File: src/rtl/seq_alu.sv
// seq_alu: clocked WIDTH-bit ALU with a start/busy/done handshake.
// ADD, SUB and the logic ops finish on the edge that accepts start.
// MUL (shift-add) and DIV (restoring) take WIDTH iteration edges and then
// write the result. Results and flags stay registered until the next
// completion.
//
// Ports:
//   clk, rst          rising-edge clock, synchronous active-high reset
//   start, select     request and opcode (0 ADD, 1 SUB, 2 MUL, 3 DIV,
//                     4 AND, 5 OR, 6 XOR, 7 NOT a)
//   a, b              operands (unsigned for MUL/DIV)
//   busy, done        iteration in progress / one-cycle completion pulse
//   result, result_hi low result; high product or remainder
//   zero, carry, sign, parity, overflow, div_by_zero   registered flags
//
// state | meaning
// ------+-----------------------------------------------------------
// IDLE  | waiting for start; single-cycle ops complete from here
// ITER  | one MUL/DIV step per edge, counter runs WIDTH down to 1
module seq_alu #(
    parameter int WIDTH = 8
) (
    input  logic             clk,
    input  logic             rst,
    input  logic             start,
    input  logic [2:0]       select,
    input  logic [WIDTH-1:0] a,
    input  logic [WIDTH-1:0] b,
    output logic             busy,
    output logic             done,
    output logic [WIDTH-1:0] result,
    output logic [WIDTH-1:0] result_hi,
    output logic             zero,
    output logic             carry,
    output logic             sign,
    output logic             parity,
    output logic             overflow,
    output logic             div_by_zero
);

    localparam int CNT_W = $clog2(WIDTH + 1);

    localparam logic [2:0] OP_ADD = 3'd0;
    localparam logic [2:0] OP_SUB = 3'd1;
    localparam logic [2:0] OP_MUL = 3'd2;
    localparam logic [2:0] OP_DIV = 3'd3;
    localparam logic [2:0] OP_AND = 3'd4;
    localparam logic [2:0] OP_OR  = 3'd5;
    localparam logic [2:0] OP_XOR = 3'd6;
    localparam logic [2:0] OP_NOT = 3'd7;

    typedef enum logic {
        IDLE = 1'b0,
        ITER = 1'b1
    } state_t;

    state_t state, state_next;

    logic [CNT_W-1:0] cnt;
    logic             is_div;
    logic [WIDTH-1:0] a_lat;
    logic [WIDTH-1:0] b_lat;
    logic [WIDTH-1:0] acc_hi;
    logic [WIDTH-1:0] acc_lo;

    logic accept;
    logic iter_op;
    logic finish;

    always_ff @(posedge clk) begin
        if (rst) state <= IDLE;
        else     state <= state_next;
    end

    // start is only looked at in IDLE, so latched operands cannot be
    // disturbed while an iteration runs.
    always_comb begin
        state_next = state;
        accept     = 1'b0;
        finish     = 1'b0;
        iter_op    = (select == OP_MUL) || (select == OP_DIV);
        case (state)
            IDLE: begin
                if (start) begin
                    accept = 1'b1;
                    if (iter_op) state_next = ITER;
                end
            end
            ITER: begin
                if (cnt == CNT_W'(1)) begin
                    finish     = 1'b1;
                    state_next = IDLE;
                end
            end
            default: state_next = IDLE;
        endcase
    end

    // single-cycle ops, computed straight from the inputs
    logic [WIDTH:0]   add_full;
    logic [WIDTH:0]   sub_full;
    logic [WIDTH-1:0] imm_res;
    logic             imm_carry;
    logic             imm_ovf;

    always_comb begin
        add_full  = {1'b0, a} + {1'b0, b};
        sub_full  = {1'b0, a} - {1'b0, b};
        imm_res   = '0;
        imm_carry = 1'b0;
        imm_ovf   = 1'b0;
        case (select)
            OP_ADD: begin
                imm_res   = add_full[WIDTH-1:0];
                imm_carry = add_full[WIDTH];
                imm_ovf   = (a[WIDTH-1] == b[WIDTH-1]) &&
                            (add_full[WIDTH-1] != a[WIDTH-1]);
            end
            OP_SUB: begin
                imm_res   = sub_full[WIDTH-1:0];
                imm_carry = sub_full[WIDTH];   // borrow out == (a < b)
                imm_ovf   = (a[WIDTH-1] != b[WIDTH-1]) &&
                            (sub_full[WIDTH-1] != a[WIDTH-1]);
            end
            OP_AND:  imm_res = a & b;
            OP_OR:   imm_res = a | b;
            OP_XOR:  imm_res = a ^ b;
            OP_NOT:  imm_res = ~a;
            default: imm_res = '0;
        endcase
    end

    // One iteration step. acc_hi/acc_lo hold {partial product, multiplier}
    // for MUL and {partial remainder, dividend/quotient} for DIV.
    logic [WIDTH:0]   mul_sum;
    logic [WIDTH:0]   div_shift;
    logic [WIDTH-1:0] div_sub;
    logic             div_ge;
    logic [WIDTH-1:0] step_hi;
    logic [WIDTH-1:0] step_lo;

    always_comb begin
        mul_sum   = {1'b0, acc_hi} + (acc_lo[0] ? {1'b0, a_lat} : '0);
        div_shift = {acc_hi, acc_lo[WIDTH-1]};
        div_ge    = div_shift >= {1'b0, b_lat};
        // remainder stays below b, so the difference fits in WIDTH bits
        div_sub   = div_shift[WIDTH-1:0] - b_lat;
        if (is_div) begin
            step_hi = div_ge ? div_sub : div_shift[WIDTH-1:0];
            step_lo = {acc_lo[WIDTH-2:0], div_ge};
        end else begin
            step_hi = mul_sum[WIDTH:1];
            step_lo = {mul_sum[0], acc_lo[WIDTH-1:1]};
        end
    end

    always_ff @(posedge clk) begin
        if (rst) begin
            cnt         <= '0;
            is_div      <= 1'b0;
            a_lat       <= '0;
            b_lat       <= '0;
            acc_hi      <= '0;
            acc_lo      <= '0;
            busy        <= 1'b0;
            done        <= 1'b0;
            result      <= '0;
            result_hi   <= '0;
            zero        <= 1'b0;
            carry       <= 1'b0;
            sign        <= 1'b0;
            parity      <= 1'b0;
            overflow    <= 1'b0;
            div_by_zero <= 1'b0;
        end else begin
            done <= 1'b0;
            // busy rises one edge after acceptance, giving WIDTH-1 busy cycles
            busy <= (state == ITER) && !finish;

            if (accept) begin
                a_lat  <= a;
                b_lat  <= b;
                is_div <= (select == OP_DIV);
                if (iter_op) begin
                    cnt    <= CNT_W'(WIDTH);
                    acc_hi <= '0;
                    acc_lo <= (select == OP_DIV) ? a : b;
                end else begin
                    result      <= imm_res;
                    result_hi   <= '0;
                    zero        <= (imm_res == '0);
                    carry       <= imm_carry;
                    sign        <= imm_res[WIDTH-1];
                    parity      <= ~^imm_res;
                    overflow    <= imm_ovf;
                    div_by_zero <= 1'b0;
                    done        <= 1'b1;
                end
            end

            if (state == ITER) begin
                acc_hi <= step_hi;
                acc_lo <= step_lo;
                cnt    <= cnt - CNT_W'(1);
                if (finish) begin
                    result      <= step_lo;
                    result_hi   <= step_hi;
                    zero        <= (step_lo == '0);
                    carry       <= !is_div && (|step_hi);
                    sign        <= step_lo[WIDTH-1];
                    parity      <= ~^step_lo;
                    overflow    <= 1'b0;
                    div_by_zero <= is_div && (b_lat == '0);
                    done        <= 1'b1;
                end
            end
        end
    end

endmodule

File: config.mk
export PLATFORM = sky130hd
export DESIGN_NAME = seq_alu
export DESIGN_NICKNAME = d
export VERILOG_FILES = /design/src/rtl/seq_alu.sv
export SDC_FILE = /design/constraint.sdc
export NUM_CORES = 1
export LEC_CHECK = 0
export ABC_AREA = 1
export BUFFER_PORTS_ARGS = -buffer_cell sky130_fd_sc_hd__buf_2
export CORE_ASPECT_RATIO = 1.1
export CORE_MARGIN = 2
export CORE_UTILIZATION = 43
export CTS_CLUSTER_DIAMETER = 200
export CTS_CLUSTER_SIZE = 8
export DETAILED_ROUTE_END_ITERATION = 7
export GPL_ROUTABILITY_DRIVEN = 0
export GPL_TIMING_DRIVEN = 0
export SYNTH_ARGS = -nofsm -noshare
export SYNTH_HDL_FRONTEND = slang
export SYNTH_SLANG_ARGS = --single-unit
File: constraint.sdc
create_clock -name clk -period 7.65 [get_ports clk]
set_input_delay 0.765 -clock clk [delete_from_list [all_inputs] [get_ports clk]]
set_output_delay 0.765 -clock clk [all_outputs]
set_load 0.01 [all_outputs]
==> results.yml, run 1 <==
pwr:
  irDropWorstVdd_v: 0.0000797
  total_power_mw: 1.05
  p_leak_nw: 2.83
  p_per_area_mw_per_mm2: 185
worst_hold_path:
  worstHoldPathType: "reg -> reg"
  hold_path_depth: 2
  hold_path_end: "result_hi[5]"
  min_from: "result_hi[5]"
die:
  boundaryPins: 46
  start_util_pct: 43.6
  dieWidth_um: 106
  rows: 41
  coreArea_mm2: 0.0114
  dieArea_mm2: 0.0124
  die_y_um: 117
synthesis:
  syn_area_mm2: 0.00496
  synth_top_area_cell: "dfxtp_1"
  synth_top_area_share_pct: 25.0
  syn-instance-count: 745
  ys_warn_count: 0
  synth-seq-cells: 62
  async_flop_share_pct: 0
  synth_fp_nets: 822
  ys_types: 49
  synth_area_leaders: "dfxtp_1, ha_1, nand2_1, inv_1, o21ai_0"
  ys_seq_area_share_pct: 25.0
  synth-edff-count: 0
  avgSynthCellArea_um2: 6.66
  synth_flop_cell: "dfxtp_1"
status:
  outcome: "completed"
setup_path:
  cp_max_fo: 4
  crit_top_cell: "nand2_1"
  crit_type: "in -> reg"
  crit_arrival_ps: 3680
  max_stage_delay_ps: 390
  path_buf_inv: 3
  crit_path_end_kind: "flop"
  path_delay_family: "adder cells"
  crit_chain: "buf_2 -> inv_1 -> ha_1 -> fa_1 -> nor2_1 -> o21ai_0 -> nand2_1 -> nand2_1 -> nand2_1 -> nand2_1 -> nand2_1 -> a21oi_1 -> o21ai_0 -> nand3_1 -> inv_1 -> ha_1 -> xnor2_1 -> xnor2_1 -> a21oi_1 -> a221oi_1"
  r2r_cells: 12
  crit_required_ps: 7890
  critPathLaunchType: "input port"
  r2r_end: "parity"
  r2r-start: "acc_hi[3]"
  crit_slowest_cell: "fa_1"
  worstSetupStartpoint: "a[0]"
  r2r_slack_ps: 4790
timing:
  fin_tns_setup_ps: 0
  rsz0062_at_grt: "no"
  fmax_mhz: 291
  worst_pin_slew_ps: 718
  period_share_pct: 45.0
  timing.final.crit_period_ps: 3440
  drv_slew: 0
  final-setup-viol-count: 0
  fin_skew_ps: 8.65
  slew_headroom_pct: 52.0
  hold_viol_final: 0
clock_network:
  cts-resized-gates: 0
  postCtsSetupBuffers: 0
  cts_sinks: 62
  clk_pin_slew_ps: 50
  insertion_delay_ps: 340
  htreeDepth: 3
  cts_buffer_depth: 2
  hold_buffers: 0
  cts_tree: "yes"
  root_buffer: "clkbuf_16"
  cts_made_buffers: 9
grt:
  antenna_found_initial: 0
  grt_pass1_wl_um: 23400
  grt_remaining_overflow: 0
  grt_use_total_pct: 24.2
  grt_max_degree: 13
  first_global_vias: 4725
finish:
  seq_area_mm2: 0.00124
  final_net_count: 878
  multi_input_area_mm2: 0.00314
  n_antenna_cell: 0
  drive_above_1_share_pct: 12.0
  final_area_mm2: 0.00569
  synthToLayoutAreaGrowth_pct: 14.5
  fillerInstances: 1214
placed_design:
  port_buffers: 45
  place_area_mm2: 0.00538
  hpwl_um: 11600
detailed_routing:
  dr.pass1.iters: 5
  routed_wl_um: 14500
  viasPerCell: 5.32
  wire_per_inst_um: 15.1
  drc: 0
  drt_iter0_drc: 303
  route.vias.total: 5088
  ant_nets: 0
run:
  maxCapViolations: 0
-- kinds of logic after synthesis --
kind of cell             count (synthesis)  synth area share (%)
XOR/XNOR                                10                  1.76
AO/OA/AOI/OAI                          171                  19.9
AND/OR/NAND/NOR                        303                  27.2
buffers and inverters                  144                  11.7
adder cells (fa/ha/maj)                 55                  14.5
flip-flops                              62                  25.0
-- how the worst max path moves through the flow --
stage	endpoint	cells after the start
2_1_floorplan	parity	19
3_3_place_gp	parity	20
3_5_place_dp	parity	20
4_1_cts	parity	20
5_1_grt	parity	20
6_report	parity	20
-- area by class of cell --
class                           count  area share, %
Inverter                          124           8.36
Clock inverter                      6           1.21
Clock buffer                       10           4.20
Tap cell                          150           3.30
Buffer                             20           1.83
Multi-Input combinational cell    539           55.3
Sequential cell                    62           21.8
Timing Repair Buffer               45           3.96
-- per-stage QoR --
stage	instances	hold slack (ps)	util [%]	worst slack (ps)
after floorplan	745	449	-	4550
after global placement	940	448	47.2	3920
after detailed placement	940	451	47.2	3880
after CTS	956	460	49.9	4210
after global routing	956	477	49.9	3950
final	956	456	49.9	4210
-- metal layers --
metal  vias to the layer above  track usage, %  part of all wire, %
met5                         -               0                    0
met4                         0            13.6                  4.6
met1                      2305            29.9                   45
li1                       2599               -                    -
met2                       145            40.6                   46
met3                        39            3.46                  4.6
-- tightest hold or removal path, cell delays in order (launching register included) --
cell and delay (ps):
dfxtp_1 300, nand2_1 60, a21oi_1 50
-- registers in the layout, indices dropped and copies added, names as in the netlist, 4 cells and up --
| name | cells |
|---|---|
| a_lat | 8 |
| acc_hi | 8 |
| acc_lo | 8 |
| b_lat | 8 |
| result | 8 |
| result_hi | 8 |
| cnt | 4 |
-- power by group --
| group | leakage (nW) | internal [mW] | switching, mW | total [mW] |
|---|---|---|---|---|
| Combinational | 2.18 | 0.100 | 0.184 | 0.284 |
| Clock | 0.149 | 0.262 | 0.153 | 0.415 |
| Sequential | 0.507 | 0.343 | 0.0110 | 0.354 |
| Total | 2.83 | 0.706 | 0.348 | 1.05 |
-- layout by cell type (no fill, tap or decap), types with 2 or more instances in the layout --
cell       count
dfxtp_1       62
a21oi_1       59
a221oi_2       2
nand3_1       55
a31oi_1        3
a221oi_1       3
or2_2          4
nor2_2         3
nand2_2        3
o211ai_1       2
clkinv_4       2
clkbuf_16      9
o21bai_1       2
o21ai_0       67
inv_1        115
nor2_4         2
fa_1           4
nor3_1         5
o221ai_1       3
inv_2          6
inv_6          3
ha_1          51
clkbuf_1      14
o22ai_1       17
xnor2_1        7
xor2_1         3
nor3_4         2
nand2_4        2
nand2_1      151
a21o_1         2
nand4_1       18
nor2_1        54
buf_2         49
-- Yosys cell counts, types with 4 or more instances --
cell type / number
nand2_1: 151
nand3_1: 55
o21ai_0: 67
o22ai_1: 17
fa_1: 4
nor2_1: 54
inv_2: 6
a21oi_1: 59
buf_2: 4
nand4_1: 18
inv_1: 115
dfxtp_1: 62
clkbuf_1: 14
or2_2: 4
xnor2_1: 7
ha_1: 51
nor3_1: 5
(Power assumes the default switching activity.)
==> run 2: changes to the inputs <==
==> constraint.sdc (replaced) <==
create_clock -name clk -period 3.1 [get_ports clk]
set_input_delay 0.31 -clock clk [delete_from_list [all_inputs] [get_ports clk]]
set_output_delay 0.31 -clock clk [all_outputs]
set_load 0.01 [all_outputs]
==> run 2 against run 1 <==
Non-clock buffer count grew 1. Core utilization up 0.25 points. Cell area up 0.51%. Worst setup slack worse by 4000 ps. First-iteration DRC count is 3.6% higher. Via count increased by 0.43%. Largest power group unchanged. Routed wire length about the same. Critical path type unchanged. Worst hold slack lost 140 ps. Clock skew about the same. Die area did not move. Largest cell class unchanged. Final cell count increased by 0.10%. Clock power is 150% higher.
==> results.yml, run 2 (synthesis gave the netlist of run 1 again) <==
clock_network:
  clk_pin_slew_ps: 50
  htreeDepth: 3
  root_buffer: "clkbuf_16"
  insertion_delay_ps: 340
  cts_tree: "yes"
  cts_buffer_depth: 2
  cts_made_buffers: 9
  hold_buffers: 0
  cts_sinks: 62
pwr:
  p_leak_nw: 2.85
  total_power_mw: 2.62
  p_per_area_mw_per_mm2: 459
  irDropWorstVdd_v: 0.000196
setup_path:
  crit_type: "in -> reg"
  critPathLaunchType: "input port"
  cp_max_fo: 4
  crit_required_ps: 3350
  crit_path_end_kind: "flop"
  crit_arrival_ps: 3180
  r2r-start: "acc_hi[3]"
  worstSetupStartpoint: "a[0]"
detailed_routing:
  route.vias.total: 5110
  drt_iter0_drc: 314
  routed_wl_um: 14500
  ant_nets: 0
  wire_per_inst_um: 15.1
  dr.pass1.iters: 5
  drc: 0
  viasPerCell: 5.34
timing:
  worst_pin_slew_ps: 719
  fin_skew_ps: 8.25
  final-setup-viol-count: 0
  timing.final.crit_period_ps: 2930
  hold_viol_final: 0
  slew_headroom_pct: 51.9
  fmax_mhz: 341
  period_share_pct: 94.5
  drv_slew: 0
worst_hold_path:
  min_from: "b[0]"
  worstHoldPathType: "in -> reg"
die:
  dieWidth_um: 106
  rows: 41
  coreArea_mm2: 0.0114
  boundaryPins: 46
  dieArea_mm2: 0.0124
  start_util_pct: 43.6
  die_y_um: 117
finish:
  final_net_count: 879
  seq_area_mm2: 0.00124
  final_area_mm2: 0.00571
  n_antenna_cell: 0
  layout_commonest_cell: "nand2_1"
  synthToLayoutAreaGrowth_pct: 15.1
  instances_no_fill: 957
  multi_input_area_mm2: 0.00317
  final_cell_mix: "nand2_1, inv_1, o21ai_0"
  drive_above_1_share_pct: 12.5
  fillerInstances: 1211
run:
  maxCapViolations: 0
grt:
  antenna_found_initial: 0
  grt_use_total_pct: 24.2
  grt_remaining_overflow: 0
  grt_pass1_wl_um: 23400
  first_global_vias: 4725
  grt_max_degree: 13
placed_design:
  place_inst: 940
  hpwl_um: 11600
  place_area_mm2: 0.00538
  port_buffers: 45
status:
  outcome: "completed"
## run 2: where the power goes
group          total [mW]  internal [mW]  switching [mW]
logic               0.729          0.265           0.464
registers           0.873          0.846          0.0270
clock network        1.02          0.647           0.375
total                2.62           1.76           0.866
## run 2: worst paths after layout
path	cells after the start	slack [ps]	to
worst max-delay path	20	170	parity
worst min register to register	2	460	result_hi[5]
worst min-delay path	3	320	b_lat[0]
worst max register to register	12	260	parity
## run 2: cell type report
class                   instances  share of cell area [%]
multi-input cells             539                    55.4
flip-flops and latches         62                    21.7
inverters                     124                    8.32
clock buffers                  10                    4.18
repair buffers                 46                    4.07
well taps                     150                    3.28
plain buffers                  20                    1.82
clock inverters                 6                    1.20
## run 2: layer usage
metal	track usage [%]	part of all wire (%)	routed length (um)	vias to the layer above
met1	29.9	45	6470	2337
met5	0	0	0	-
met3	3.46	4.2	607	40
met4	13.6	4.7	682	0
li1	-	-	-	2600
met2	40.6	46	6710	133
## run 2: per-stage QoR
| step | setup TNS [ps] | util, % | hold slack (ps) | worst slack, ps |
|---|---|---|---|---|
| 2_1_floorplan | 0 | - | 449 | 452 |
| 3_3_place_gp | -174 | 47.2 | 448 | -174 |
| 3_5_place_dp | -212 | 47.2 | 451 | -212 |
| 4_1_cts | 0 | 49.9 | 297 | 119 |
| 5_1_grt | -32.9 | 50.2 | 343 | -32.9 |
| 6_report | 0 | 50.2 | 321 | 170 |
## run 2: timing repair
action / 4_1_cts / 5_1_grt
endpoints found under the setup margin: 0 / 1
endpoints found under the hold margin: 0 / 0
gates resized for setup: 0 / 3
buffers inserted: 0 / 1
## run 2: worst max-delay path: stages
cell,delay (ps)
buf_2,120
inv_1,80
ha_1,230
fa_1,390
nor2_1,140
o21ai_0,130
nand2_1,80
nand2_1,60
nand2_1,60
nand2_1,70
nand2_1,110
a21oi_1,70
o21ai_0,80
nand3_1,200
inv_1,110
ha_1,260
xnor2_2,210
xnor2_2,140
a21oi_1,100
a221oi_2,240
==> run 3: changes to the inputs <==
--- a/config.mk
+++ b/config.mk
@@ -6,13 +6,13 @@
 export NUM_CORES = 1
 export LEC_CHECK = 0
 export ABC_AREA = 1
-export BUFFER_PORTS_ARGS = -buffer_cell sky130_fd_sc_hd__buf_2
 export CORE_ASPECT_RATIO = 1.1
 export CORE_MARGIN = 2
 export CORE_UTILIZATION = 43
 export CTS_CLUSTER_DIAMETER = 200
 export CTS_CLUSTER_SIZE = 8
 export DETAILED_ROUTE_END_ITERATION = 7
+export DONT_BUFFER_PORTS = 1
 export GPL_ROUTABILITY_DRIVEN = 0
 export GPL_TIMING_DRIVEN = 0
 export SYNTH_ARGS = -nofsm -noshare
==> constraint.sdc (replaced) <==
create_clock -name clk -period 3.1 [get_ports clk]
set_input_delay 0.155 -clock clk [delete_from_list [all_inputs] [get_ports clk]]
set_output_delay 0.155 -clock clk [all_outputs]
set_load 0.01 [all_outputs]
==> run 3 against run 2 <==
Critical path depth down 8. Die area unchanged. Critical path type is now reg -> reg. Non-clock buffer count down 46. Sequential share of layout area up 1.1 points. Clock power about the same. Combinational power down 11%. Final cell count down 4.8%. Core utilization down 2.3 points.
==> results.yml, run 3 (synthesis gave the netlist of run 1 again) <==
setup_path:
  crit_arrival_ps: 2990
  crit_path_end_kind: "flop"
  crit_type: "reg -> reg"
  crit_required_ps: 3340
  critPathLaunchType: "flop"
  r2r_end: "parity"
  r2r_cells: 12
  r2r_slack_ps: 340
  r2r-start: "acc_hi[4]"
  cp_max_fo: 9
detailed_routing:
  wire_per_inst_um: 16.0
  drt_iter0_drc: 297
  ant_nets: 0
  dr.pass1.iters: 5
  drc: 0
  viasPerCell: 5.43
  route.vias.total: 4943
  routed_wl_um: 14600
finish:
  fillerInstances: 1207
  drive_above_1_share_pct: 6.70
  final_net_count: 833
  multi_input_area_mm2: 0.00315
  n_antenna_cell: 0
  layout_commonest_cell: "nand2_1"
  seq_area_mm2: 0.00124
  final_cell_mix: "nand2_1, inv_1, o21ai_0"
  synthToLayoutAreaGrowth_pct: 9.73
  final_area_mm2: 0.00545
  instances_no_fill: 911
grt:
  grt_remaining_overflow: 0
  grt_max_degree: 12
  grt_use_total_pct: 23.9
  grt_pass1_wl_um: 23200
  antenna_found_initial: 0
  first_global_vias: 4757
timing:
  worst_pin_slew_ps: 692
  final-setup-viol-count: 0
  period_share_pct: 88.9
  drv_slew: 0
  slew_headroom_pct: 53.8
  fin_skew_ps: 9.72
  rsz0062_at_grt: "no"
  fmax_mhz: 363
  fin_tns_setup_ps: 0
  timing.final.crit_period_ps: 2760
  hold_viol_final: 0
die:
  start_util_pct: 43.6
  die_y_um: 117
  coreArea_mm2: 0.0114
  dieWidth_um: 106
  boundaryPins: 46
  rows: 41
  dieArea_mm2: 0.0124
worst_hold_path:
  min_from: "b[0]"
  hold_path_end: "b_lat[0]"
  worstHoldPathType: "in -> reg"
  hold_path_depth: 2
run:
  maxCapViolations: 0
clock_network:
  htreeDepth: 3
  cts_sinks: 62
  insertion_delay_ps: 330
  cts_buffer_depth: 2
  postCtsSetupBuffers: 0
  cts-resized-gates: 0
  hold_buffers: 0
  cts_tree: "yes"
  clk_pin_slew_ps: 60
  root_buffer: "clkbuf_16"
  cts_made_buffers: 9
placed_design:
  place_area_mm2: 0.00515
  hpwl_um: 11700
  place_inst: 895
  port_buffers: 0
pwr:
  irDropWorstVdd_v: 0.000288
  p_per_area_mw_per_mm2: 465
  p_leak_nw: 2.62
status:
  outcome: "completed"
==> run 3: changes by cell type in the layout (fill, tap and decap cells not counted), moves of 2 or more <==
| cell | before | now |
|---|---|---|
| xnor2_2 | 2 | 0 |
| xnor2_1 | 5 | 7 |
| buf_2 | 49 | 4 |
| clkinv_4 | 2 | 0 |
| clkinv_2 | 1 | 3 |
==> run 3: how the worst max path moves through the flow <==
| stage | from | to | slack (ps) |
|---|---|---|---|
| after floorplan | a[0] | parity | 610 |
| after global placement | a[0] | parity | 120 |
| after detailed placement | a[0] | parity | 80 |
| after CTS | acc_hi[3] | parity | 210 |
| after global routing | acc_lo[7] | parity | 170 |
| final | acc_hi[4] | parity | 340 |
==> run 3: critical path, cell delays in order, from the launching register on <==
cell and delay, ps:
dfxtp_1 450, ha_1 340, nand2_1 80, inv_1 60
nand3_1 80, nor2_1 80, nor2_4 240, nand3_1 190
o21ai_0 230, ha_1 340, xor2_1 170, xnor2_1 130
a221oi_1 270
==> run 3: where the power goes <==
group / switching, mW / total (mW) / internal, mW
clock: 0.374 / 0.995 / 0.621
sequential: 0.0390 / 0.885 / 0.846
combinational: 0.422 / 0.652 / 0.229
==> run 3: per-layer routing <==
metal  global-route usage (%)  wire (um)  share of wire [%]
met5                        0          0                  0
met4                     11.6        675                4.6
met3                     4.85        738                5.1
met2                     41.9       6910                 47
met1                     27.9       6260                 43
==> run 3: stage by stage <==
stage | setup slack [ps] | total power, mW | utilization [%] | hold slack, ps
global route | 170 | 2.66 | 47.8 | 38.2
floorplan | 607 | 1.38 | - | 323
global placement | 118 | 1.53 | 45.2 | 344
CTS | 209 | 2.53 | 47.8 | 19.4
finish | 344 | 2.53 | 47.8 | 22.5
detailed placement | 79.8 | 1.54 | 45.2 | 354
==> run 3: final cells by class <==
cell class                 instances  area share (%)
buffer                            20            1.91
clock buffer                      10            4.20
clock inverter                     6            1.13
inverter                         124            8.73
multi-input combinational        539            57.8
sequential                        62            22.8
tap                              150            3.45
